**config.mk**
```make
export PLATFORM = sky130hd
export DESIGN_NAME = instr_ctrl_fsm
export DESIGN_NICKNAME = d
export VERILOG_FILES = /design/src/rtl/ctrl_pkg.sv /design/src/rtl/instr_field_dec.sv /design/src/rtl/instr_ctrl_fsm.sv
export SDC_FILE = /design/constraint.sdc
export NUM_CORES = 1
export LEC_CHECK = 0
export ABC_AREA = 0
export BUFFER_PORTS_ARGS = -buffer_cell sky130_fd_sc_hd__buf_2
export CORE_MARGIN = 2
export CORE_UTILIZATION = 35
export DETAILED_ROUTE_END_ITERATION = 10
export PLACE_DENSITY = 0.68
export SYNTH_ARGS = -nofsm -noshare
export SYNTH_HDL_FRONTEND = slang
export SYNTH_HIERARCHICAL = 1
export SYNTH_SLANG_ARGS = --single-unit
```
**constraint.sdc**
```tcl
create_clock -name clk -period 2.25 [get_ports clk]
set_input_delay 0.1125 -clock clk [delete_from_list [all_inputs] [get_ports clk]]
set_output_delay 0.1125 -clock clk [all_outputs]
set_load 0.01 [all_outputs]
```
**src/rtl/ctrl_pkg.sv**
```systemverilog
// rtl/ctrl_pkg.sv - shared state encoding and instruction constants for instr_ctrl_fsm
package ctrl_pkg;

  // Controller states; HALT exists only when the illegal-opcode trap is built in
  typedef enum logic [2:0] {
    ST_WAIT   = 3'd0,
    ST_DECODE = 3'd1,
    ST_WR_IMM = 3'd2,
    ST_GET_A  = 3'd3,
    ST_GET_B  = 3'd4,
    ST_EXEC   = 3'd5,
    ST_WR_REG = 3'd6
`ifdef CTRL_ILLEGAL_TRAP_EN
    , ST_HALT = 3'd7
`endif
  } state_t;

  // Major opcodes
  localparam logic [2:0] OP_MOV = 3'b110;
  localparam logic [2:0] OP_ALU = 3'b101;

  // Sub-op selectors within OP_MOV
  localparam logic [1:0] MOV_IMM = 2'b10;
  localparam logic [1:0] MOV_REG = 2'b00;

  // ALU operations within OP_ALU
  localparam logic [1:0] ALU_ADD = 2'b00;
  localparam logic [1:0] ALU_CMP = 2'b01;
  localparam logic [1:0] ALU_AND = 2'b10;
  localparam logic [1:0] ALU_MVN = 2'b11;

  // One-hot write-back source select
  localparam logic [3:0] VSEL_MDATA = 4'b0001;
  localparam logic [3:0] VSEL_IMM   = 4'b0010;
  localparam logic [3:0] VSEL_PC    = 4'b0100;
  localparam logic [3:0] VSEL_C     = 4'b1000;

endpackage

```
**src/rtl/instr_field_dec.sv**
```systemverilog
// rtl/instr_field_dec.sv - combinational IR field extraction and immediate sign extension
module instr_field_dec
  import ctrl_pkg::*;
#(
  parameter int W = 16
) (
  input  logic [W-1:0] ir_i,
  output logic [2:0]   opcode_o,
  output logic [1:0]   op_o,
  output logic [2:0]   rn_o,
  output logic [2:0]   rd_o,
  output logic [1:0]   sh_o,
  output logic [2:0]   rm_o,
  output logic [W-1:0] sximm8_o,
  output logic [W-1:0] sximm5_o
);

  // Fixed field positions of the 16-bit instruction format
  always_comb begin
    opcode_o = ir_i[15:13];
    op_o     = ir_i[12:11];
    rn_o     = ir_i[10:8];
    rd_o     = ir_i[7:5];
    sh_o     = ir_i[4:3];
    rm_o     = ir_i[2:0];
    sximm8_o = {{(W-8){ir_i[7]}}, ir_i[7:0]};
    sximm5_o = {{(W-5){ir_i[4]}}, ir_i[4:0]};
  end

endmodule

```
**src/rtl/instr_ctrl_fsm.sv**
```systemverilog
// rtl/instr_ctrl_fsm.sv - Moore instruction controller; CTRL_ILLEGAL_TRAP_EN enables the HALT trap
module instr_ctrl_fsm
  import ctrl_pkg::*;
#(
  parameter int W = 16
) (
  input  logic         clk,
  input  logic         reset,
  input  logic         s,
  input  logic         load,
  input  logic [W-1:0] in,
  output logic         w,
  output logic         err,
  output logic [2:0]   readnum,
  output logic [2:0]   writenum,
  output logic [3:0]   vsel,
  output logic         loada,
  output logic         loadb,
  output logic         loadc,
  output logic         loads,
  output logic         write,
  output logic         asel,
  output logic         bsel,
  output logic [1:0]   shift,
  output logic [1:0]   ALUop,
  output logic [2:0]   opcode,
  output logic [W-1:0] sximm8,
  output logic [W-1:0] sximm5
);

  state_t         state_q, state_d;
  logic [W-1:0]   ir_q;

  logic [2:0]     f_opcode, f_rn, f_rd, f_rm;
  logic [1:0]     f_op, f_sh;
  logic           is_cmp;

  logic           w_q, write_q, loada_q, loadb_q, loadc_q, loads_q, asel_q;
  logic [2:0]     readnum_q, writenum_q;
  logic [3:0]     vsel_q;
  logic [1:0]     shift_q, aluop_q;

  instr_field_dec #(.W(W)) u_dec (
    .ir_i     (ir_q),
    .opcode_o (f_opcode),
    .op_o     (f_op),
    .rn_o     (f_rn),
    .rd_o     (f_rd),
    .sh_o     (f_sh),
    .rm_o     (f_rm),
    .sximm8_o (sximm8),
    .sximm5_o (sximm5)
  );

  assign opcode = f_opcode;
  assign is_cmp = (f_opcode == OP_ALU) && (f_op == ALU_CMP);

  // Next-state selection; IR is stable in every state that inspects it
  always_comb begin
    state_d = state_q;
    case (state_q)
      ST_WAIT:   if (s) state_d = ST_DECODE;
      ST_DECODE: begin
        if (f_opcode == OP_MOV && f_op == MOV_IMM)      state_d = ST_WR_IMM;
        else if (f_opcode == OP_MOV && f_op == MOV_REG) state_d = ST_GET_B;
        else if (f_opcode == OP_ALU && f_op == ALU_MVN) state_d = ST_GET_B;
        else if (f_opcode == OP_ALU)                    state_d = ST_GET_A;
`ifdef CTRL_ILLEGAL_TRAP_EN
        else                                            state_d = ST_HALT;
`else
        else                                            state_d = ST_WAIT;
`endif
      end
      ST_WR_IMM: state_d = ST_WAIT;
      ST_GET_A:  state_d = ST_GET_B;
      ST_GET_B:  state_d = ST_EXEC;
      ST_EXEC:   state_d = is_cmp ? ST_WAIT : ST_WR_REG;
      ST_WR_REG: state_d = ST_WAIT;
`ifdef CTRL_ILLEGAL_TRAP_EN
      ST_HALT:   state_d = ST_HALT;
`endif
      default:   state_d = ST_WAIT;
    endcase
  end

`ifdef CTRL_ILLEGAL_TRAP_EN
  logic err_q;
  assign err = err_q;
`else
  assign err = 1'b0;
`endif

  // State, IR and registered outputs: outputs are decoded from the state being entered
  always_ff @(posedge clk or posedge reset) begin
    if (reset) begin
      state_q    <= ST_WAIT;
      ir_q       <= '0;
      w_q        <= 1'b1;
      write_q    <= 1'b0;
      loada_q    <= 1'b0;
      loadb_q    <= 1'b0;
      loadc_q    <= 1'b0;
      loads_q    <= 1'b0;
      asel_q     <= 1'b0;
      vsel_q     <= VSEL_C;
      readnum_q  <= '0;
      writenum_q <= '0;
      shift_q    <= '0;
      aluop_q    <= ALU_ADD;
`ifdef CTRL_ILLEGAL_TRAP_EN
      err_q      <= 1'b0;
`endif
    end else begin
      state_q <= state_d;
      if (state_q == ST_WAIT && load) ir_q <= in;

      w_q        <= (state_d == ST_WAIT);
      write_q    <= 1'b0;
      loada_q    <= 1'b0;
      loadb_q    <= 1'b0;
      loadc_q    <= 1'b0;
      loads_q    <= 1'b0;
      asel_q     <= 1'b0;
      vsel_q     <= VSEL_C;
      readnum_q  <= '0;
      writenum_q <= '0;
      shift_q    <= '0;
      aluop_q    <= ALU_ADD;
`ifdef CTRL_ILLEGAL_TRAP_EN
      err_q      <= 1'b0;
`endif
      case (state_d)
        ST_WR_IMM: begin
          writenum_q <= f_rn;
          vsel_q     <= VSEL_IMM;
          write_q    <= 1'b1;
        end
        ST_GET_A: begin
          readnum_q <= f_rn;
          loada_q   <= 1'b1;
        end
        ST_GET_B: begin
          readnum_q <= f_rm;
          loadb_q   <= 1'b1;
        end
        ST_EXEC: begin
          loadc_q <= 1'b1;
          shift_q <= f_sh;
          aluop_q <= (f_opcode == OP_ALU) ? f_op : ALU_ADD;
          asel_q  <= (f_opcode == OP_MOV);
          loads_q <= is_cmp;
        end
        ST_WR_REG: begin
          writenum_q <= f_rd;
          write_q    <= 1'b1;
        end
`ifdef CTRL_ILLEGAL_TRAP_EN
        ST_HALT: err_q <= 1'b1;
`endif
        default: ;
      endcase
    end
  end

  assign w        = w_q;
  assign write    = write_q;
  assign loada    = loada_q;
  assign loadb    = loadb_q;
  assign loadc    = loadc_q;
  assign loads    = loads_q;
  assign asel     = asel_q;
  assign bsel     = 1'b0;
  assign vsel     = vsel_q;
  assign readnum  = readnum_q;
  assign writenum = writenum_q;
  assign shift    = shift_q;
  assign ALUop    = aluop_q;

endmodule

```
### Word level (Yosys, flattened, before mapping)

Cells that the tools add are included.

* register bits after elaboration: 40
* latch bits: 0
* bits in writable memories: 0
* memory bits (read-only): 0
* bits of input ports: 20
* output and inout bits: 58
* word-level logic and storage cells: 56
* memories: 0

* add/sub/neg operators: 0
* multipliers: 0
* div/mod/pow operators: 0
* order comparisons: 0
* equality and inequality tests: 14
* shifts and indexed selects: 0
* mux-type cells: 19
* bitwise operators: 0
* reductions and logical operators: 9

Operators by type and width (number)
* $eq A3 B3 Y1 const B: 7
* $mux W3: 5
* $pmux W3 S5: 1
* $pmux W3 S2: 2
* $eq A3 B2 Y1 const B: 3
* $mux W2: 4
* $logic_not A3 Y1: 2
* $mux W1: 6
* $logic_and A1 B1 Y1: 5
* $eq A2 B2 Y1 const B: 2
* $mux W4: 1
* $eq A3 B1 Y1 const B: 1
* $eq A2 B1 Y1 const B: 1
* $logic_not A2 Y1: 1
* $reduce_or A2 Y1: 1

### Longest topological paths before layout

Gate-level depths: netlist (run 1).

* depth in word-level cells: 9
* mapped depth: 6
* gate-level depth less buffers: 4

### Cells and area by module

Netlist (run 1), hierarchy kept.

Modules (own cells, without submodules)
* instr_ctrl_fsm: instances 1, cells each 105, area an instance 1546.5 um2, seq. area each 953.4 um2
* instr_field_dec: instances 1, cells each 48, area an instance 360.3 um2, seq. area each 0.0 um2

### Least setup slack after synthesis (run 1)

No wires, ideal clock.

* path kind: reg-to-reg
* from: reg state_q[2]
* to: reg ir_q[0]
* library setup time: 0.125 ns
* arrival: 1.455 ns
* required time: 2.125 ns
* setup slack: 0.670 ns
* cell stages (with the launch flop): 5
* path buffers: 2
* clock period less this slack: 1.580 ns
* cells stage by stage: dfrtp_1 buf_6 nor4b_4 buf_8 mux2_4

* cells in the longest elaborated chain, start to end: 2

RTL lines
* from (decl): RTL line instr_ctrl_fsm.sv:31 `state_t state_q, state_d;`
* from (signal assigned): RTL line instr_ctrl_fsm.sv:114 `state_q <= state_d;`
* $logic_not A3 Y1: RTL line instr_ctrl_fsm.sv:115 `if (state_q == ST_WAIT && load) ir_q <= in;`
* $logic_and A1 B1 Y1: RTL line instr_ctrl_fsm.sv:115
* to (signal assigned): RTL line instr_ctrl_fsm.sv:115
* to (decl): RTL line instr_ctrl_fsm.sv:32 `logic [W-1:0] ir_q;`

Every way passes these cells.
A chain may end at the register's enable or synchronous reset.

### Worst setup path in the final report (run 1)

* from: reg state_q[2]
* to: reg ir_q[13]

The elaborated chain is that of the path after synthesis.

==> key figures, run 1 <==
Run status
  • Status: finished, violations left
  • Failing checks: negative hold slack

Synth
  • Area leader, netlist: dfrtp_1
  • Number of synthesized flops with an enable pin: 0
  • Synth top area share: 0.472
  • Mapped Area: 0.00191 mm2
  • Number of synthesized register bits: 38
  • Yosys cell types: 36
  • Synth top area cells: dfrtp_1, buf_4, mux2_4
  • Mapped Avg Cell Area: ~12 um2
  • Synth Flop Type: dfrtp_1
  • Yosys warnings: 6
  • Sequential area share after synthesis: 0.500
  • Asr flop ratio synth: 1.00
  • Syn Inst Count: 153

Worst hold path
  • Hold crit path type: input pin to asynchronous set/reset pin

Finish
  • Diode count: 0
  • Area growth, synth to finish: 10.9%
  • Fin nets: 203
  • Filler Cell Count: 498
  • Share of cells above drive strength 1: 0.582

Clock tree
  • CTS tree: done
  • H-tree level count: 2
  • Clk Latency, worst-skew pair: 0.29 ns
  • Post-cts hold buffer count: 0
  • CTS resizes: 0
  • Clock transition at the registers of the reported paths: 0.08 ns
  • Post-CTS Setup Repair Bufs: 0
  • CTS sink cnt: 38
  • Total CTS buffers: 5
  • Clk buf depth: 2
  • Root Driver: clkbuf_8

Worst setup path
  • RR Startpoint: state_q[2]
  • CP delay by family, top: flip-flops
  • CP Class: flip-flop to flip-flop
  • Worst Setup End Kind: flip-flop
  • Worst Path Arrival: 1.71 ns
  • Worst EP required: approximately 2.4 ns
  • Crit-path cells: nor4b_4 -> buf_4 -> mux2_4
  • Worst setup SP type: flip-flop
  • CP max stage cell: dfrtp_1
  • Max incr delay on CP: 0.50 ns
  • CP max FO: 10
  • Critical path origin: state_q[2]
  • Crit path buf inv count: 1

STA
  • Min Tclk post-route: 1.54 ns
  • Final period util: 0.685
  • Final setup TNS: 0 ns
  • Max Transition Viols Final: 0
  • Fmax: 0.648 GHz
  • Slew headroom: 0.415
  • Worst hold slack: -0.0102 ns
  • Hold Vio Cnt, Final: 19
  • Worst-Margin Slew: 0.877 ns
  • Setup violations, final: 0
  • RSZ-0062 raised after global routing: false
  • Final WS setup: ~0.71 ns
  • Worst Clk Skew: between 0.01 and 0.015 ns

Floorplan
  • Die area: 0.00605 mm2
  • Initial core utilization: 0.369
  • Die Y: between 70 and 80 um
  • # rows: 26
  • I/O pin count: 78
  • Die width: 77.8 um
  • Core ar.: 0.00517 mm2

Routing
  • Drt first-iter violations: between 60 and 70
  • DR vias: 1111
  • Router iterations before antenna repair: 4
  • Residual DRC: 0
  • Vias per inst: about 4.4
  • Final WL: 3.22 mm
  • Antenna Nets Post-Route: 0
  • Wirelength per Cell: 12.7 um

Global route
  • Vias in the first global route: 996
  • Largest net degree at the start of global routing: 25
  • First-pass GRT wire length: 4.96 mm
  • GRT overflow: 0
  • GRT Util Overall: 0.109
  • Initial antenna violation count: 0

Placement
  • Place WS: 0.730 ns
  • Final GP Congestion: 0.704
  • I/O Buffers: between 70 and 80
  • Post-DP HPWL: 2.47 mm

Power and ir drop
  • Peak supply drop: about 0.00055 V
  • Leak: 1.13 nW
  • Power Dens Cells: between 1000 and 1500 mW/mm2

Run
  • Max-Cap Viols: 0
==> path summary, 6_finish.rpt <==
kind / endpoint / slack (ns) / cells after the start
min in group clk: ir_q[2] / 0.04 / 2
worst min register to register: writenum[1] / 0.52 / 1
worst max-delay path: ir_q[13] / 0.71 / 3
max in group asynchronous: ir_q[11] / 1.59 / 3
worst min-delay path: ir_q[6] / -0.01 / 2
worst max register to register: ir_q[13] / 0.71 / 3
==> report_power, final <==
part	total [W]	internal [W]	switching, W
sequential	0.00120	0.000937	0.000266
combinational	0.00123	0.000647	0.000585
clock	0.000711	0.000473	0.000238
total	0.00315	0.00206	0.00109
==> registers in the layout, summed over array words and instances (netlist names), 2 cells and up <==
name / cells
ALUop: 2
ir_q: 16
readnum: 3
shift: 2
state_q: 3
vsel: 2
writenum: 3
==> area by class of cell <==
type                            instances  area (um2)  share of cell area
Clock buffer                            6        82.6              0.0391
Clock inverter                          2        60.1              0.0284
Inverter                                4        15.0             0.00710
Multi-Input combinational cell         57         520               0.246
Sequential cell                        38         953               0.451
Tap cell                               70        87.6              0.0414
Timing Repair Buffer                   77         395               0.187
==> metrics by stage <==
step / area, um2 / util / cells / total power (W)
global placement: 1970 / 0.381 / 246 / 0.00245
finish: 2110 / 0.409 / 254 / 0.00315
detailed placement: 1970 / 0.381 / 246 / 0.00247
global route: 2110 / 0.409 / 254 / 0.00335
CTS: 2110 / 0.409 / 254 / 0.00318
floorplan: 1920 / - / 156 / 0.00257
==> cells by family (layout without fill, tap and decap cells) <==
kind of cell | Yosys count | after routing | synth area share
buffers and inverters | 61 | 89 | 0.233
flip-flops | 38 | 38 | 0.500
AND/OR/NAND/NOR | 22 | 22 | 0.0860
multiplexers | 16 | 16 | 0.114
AO/OA/AOI/OAI | 15 | 15 | 0.0650
other | 1 | 4 | 0.00197
==> layer usage <==
layer | vias up | global-route usage | wire length (um) | part of all wire
li1 | 523 | - | - | -
met1 | 529 | 0.134 | 1420 | 0.44
met2 | 57 | 0.171 | 1500 | 0.47
met3 | 2 | 0.0407 | 271 | 0.084
met4 | 0 | 0.0482 | 19 | 0.0059
met5 | - | 0 | 0 | 0
==> synth_stat cells (2+ instances only) <==
| cell | instances |
|---|---|
| buf_4 | 52 |
| dfrtp_1 | 36 |
| mux2_4 | 10 |
| a22o_1 | 6 |
| mux2_2 | 6 |
| and2_1 | 4 |
| inv_1 | 4 |
| and3_1 | 3 |
| clkbuf_1 | 2 |
| dfstp_2 | 2 |
| nand2b_1 | 2 |
| nand3b_1 | 2 |
==> placed cells by master (no fill, tap or decap), types with 2 or more instances in the layout <==
cell and instances:
a22o_1 6, buf_2 73, nand3b_1 2, dfstp_2 2
clkbuf_8 6, bufinv_16 2, mux2_2 6, inv_1 4
nand2b_1 2, dfrtp_1 36, mux2_4 10, buf_4 4
and3_1 3, conb_1 4, and2_1 4
No activity file was read; power rests on OpenSTA's default activity.
==> inputs of run 2 (changes only) <==
==> constraint.sdc (replaced) <==
create_clock -name clk -period 1.6 [get_ports clk]
set_input_delay 0.08 -clock clk [delete_from_list [all_inputs] [get_ports clk]]
set_output_delay 0.08 -clock clk [all_outputs]
set_load 0.01 [all_outputs]
==> run 2 against run 1 <==
The run now ends clean. Total power is 43% higher. Sequential power is 37% higher. Routed wire length is 1.3% higher. Final cell count is 1.6% higher. Via count is 0.63% lower. First-iteration DRC count is 18% lower. Die area stayed put. Critical endpoint is now ir_q[12]. Largest power group unchanged.
==> key figures, run 2 (same netlist as run 1, synthesis figures left out) <==
Finish
  • Most frequent cells in the layout: buf_2, dfrtp_1, mux2_4
  • Share of cells above drive strength 1: 0.585 (+0.00358)
  • Fin nets: 207 (+2.0%)
  • Area growth, synth to finish: 12.6%
  • Largest Register: ir_q
  • Max reg flops: 16 (unchanged)
  • Most common cell after layout, fill and taps aside: buf_2
  • Diode count: 0 (unchanged)
  • Layout Cells excl Fill: 258 (+1.6%)

Routing
  • Residual DRC: 0 (unchanged)
  • Wirelength per Cell: 12.6 um (-0.26%)
  • Drt first-iter violations: 50 (-18%)
  • Met2 routed WL: 1.51 mm (+0.47%)
  • DR vias: 1104 (-0.63%)
  • Antenna Nets Post-Route: 0 (unchanged)
  • Vias per inst: 4.28 (-2.2%)
  • Router iterations before antenna repair: 4 (unchanged)
  • Metal3 WL: 237 um (-13%)
  • DRT met1 WL: 1.45 mm (+2.0%)
  • DR top layer: met4
  • Final WL: 3.26 mm (+1.3%)

Floorplan
  • Die area: 0.00605 mm2 (unchanged)
  • Core ar.: 0.00517 mm2 (unchanged)
  • Initial core utilization: 0.369 (unchanged)
  • I/O pin count: 78 (unchanged)
  • Die Y: 77.8 um (unchanged)
  • Die width: 77.8 um (unchanged)
  • # rows: 26 (unchanged)

Run status
  • Status: finished clean

STA
  • Hold Vio Cnt, Final: 0 (-19)
  • RSZ-0062 raised after global routing: false
  • Fmax: 0.680 GHz (+4.8%)
  • Min Tclk post-route: 1.47 ns (-0.0708 ns)
  • Final setup TNS: 0 ns (unchanged)
  • Max Transition Viols Final: 0 (unchanged)
  • Worst Clk Skew: 0.00215 ns (-0.00803 ns)
  • Final period util: 0.920 (+0.234)
  • Setup violations, final: 0 (unchanged)

Clock tree
  • Total CTS buffers: 5 (unchanged)
  • Clk buf depth: 2 (unchanged)
  • Clk Latency, worst-skew pair: 0.29 ns (about the same)
  • H-tree level count: 2 (unchanged)
  • Root Driver: clkbuf_8
  • CTS tree: done
  • Post-CTS Setup Repair Bufs: 0 (unchanged)
  • CTS sink cnt: 38 (unchanged)
  • Clock transition at the registers of the reported paths: 0.07 ns (about the same)

Worst hold path
  • Hold crit path type: input pin to flip-flop

Power and ir drop
  • Power Dens Cells: 2100 mW/mm2 (+41%)
  • Leak: 1.15 nW (+1.8%)
  • Peak supply drop: 0.000708 V (+28%)

Placement
  • I/O Buffers: 73 (unchanged)
  • Post-DP HPWL: 2.35 mm (-5.0%)
  • Final GP Congestion: 0.733 (+4.1%)
  • Placed cells: 249 (+1.2%)

Worst setup path
  • Worst setup SP type: flip-flop
  • CP Class: flip-flop to flip-flop
  • Worst Setup End Kind: flip-flop
  • CP max FO: 10 (unchanged)
  • Worst EP required: 1.78 ns (-0.64 ns)
  • Worst Path Arrival: 1.65 ns (-0.06 ns)

Global route
  • Vias in the first global route: 1010 (+1.4%)
  • GRT overflow: 0 (unchanged)
  • Largest net degree at the start of global routing: 39 (+56%)
  • First-pass GRT wire length: 5.22 mm (+5.3%)
  • GRT Util Overall: 0.114 (+0.00479)
  • Initial antenna violation count: 0 (unchanged)

Run
  • Max-Cap Viols: 0 (unchanged)
## run 2: through the flow
| step | setup slack [ns] | total power, W | util | hold WS, ns | area [um2] |
|---|---|---|---|---|---|
| after CTS | 0.0845 | 0.00457 | 0.415 | 0.00576 | 2150 |
| after global placement | 0.120 | 0.00351 | 0.386 | 0.216 | 1990 |
| after global routing | 0.00988 | 0.00480 | 0.415 | 0.00878 | 2150 |
| after floorplan | 0.0196 | 0.00362 | - | 0.228 | 1920 |
| final | 0.128 | 0.00450 | 0.415 | 0.0157 | 2150 |
| after detailed placement | 0.109 | 0.00354 | 0.386 | 0.226 | 1990 |
## run 2: final timing paths
path,slack [ns],to,depth (start not counted),start
min,0.02,ir_q[3],2,in[3]
min in group asynchronous,0.44,writenum[0],4,reset
max reg2reg,0.13,ir_q[12],3,state_q[0]
min reg2reg,0.51,writenum[0],1,ir_q[5]
max in group asynchronous,0.81,w,4,reset
max,0.13,ir_q[12],3,state_q[0]
## run 2: timing repair
action                     in CTS  in global routing
hold buffers                    1                  0
hold endpoints to repair       36                  0
setup endpoints to repair       0                  1
resized for setup               0                  1
## run 2: worst max-delay path, cell delays in order, from the launching register on
cell	delay, ns
dfrtp_1	0.47
nor4b_4	0.29
buf_4	0.28
mux2_4	0.32
## run 2: metal layers
layer | up-vias | track usage
met5 | - | 0
met4 | 0 | 0.0536
li1 | 524 | -
met1 | 519 | 0.144
met2 | 54 | 0.178
met3 | 7 | 0.0337
## run 2: layout make-up
| type | count | area, um2 |
|---|---|---|
| tap | 70 | 87.6 |
| fill | 482 | 3030 |
| inverter | 4 | 15.0 |
| sequential | 38 | 953 |
| clock buffer | 6 | 82.6 |
| multi-input combinational | 57 | 520 |
| clock inverter | 2 | 60.1 |
| timing repair buffer | 81 | 428 |
## run 2: power by group
part,internal [W],switching [W],total [W]
registers,0.00132,0.000324,0.00164
clock network,0.000665,0.000339,0.00100
logic,0.000967,0.000887,0.00185
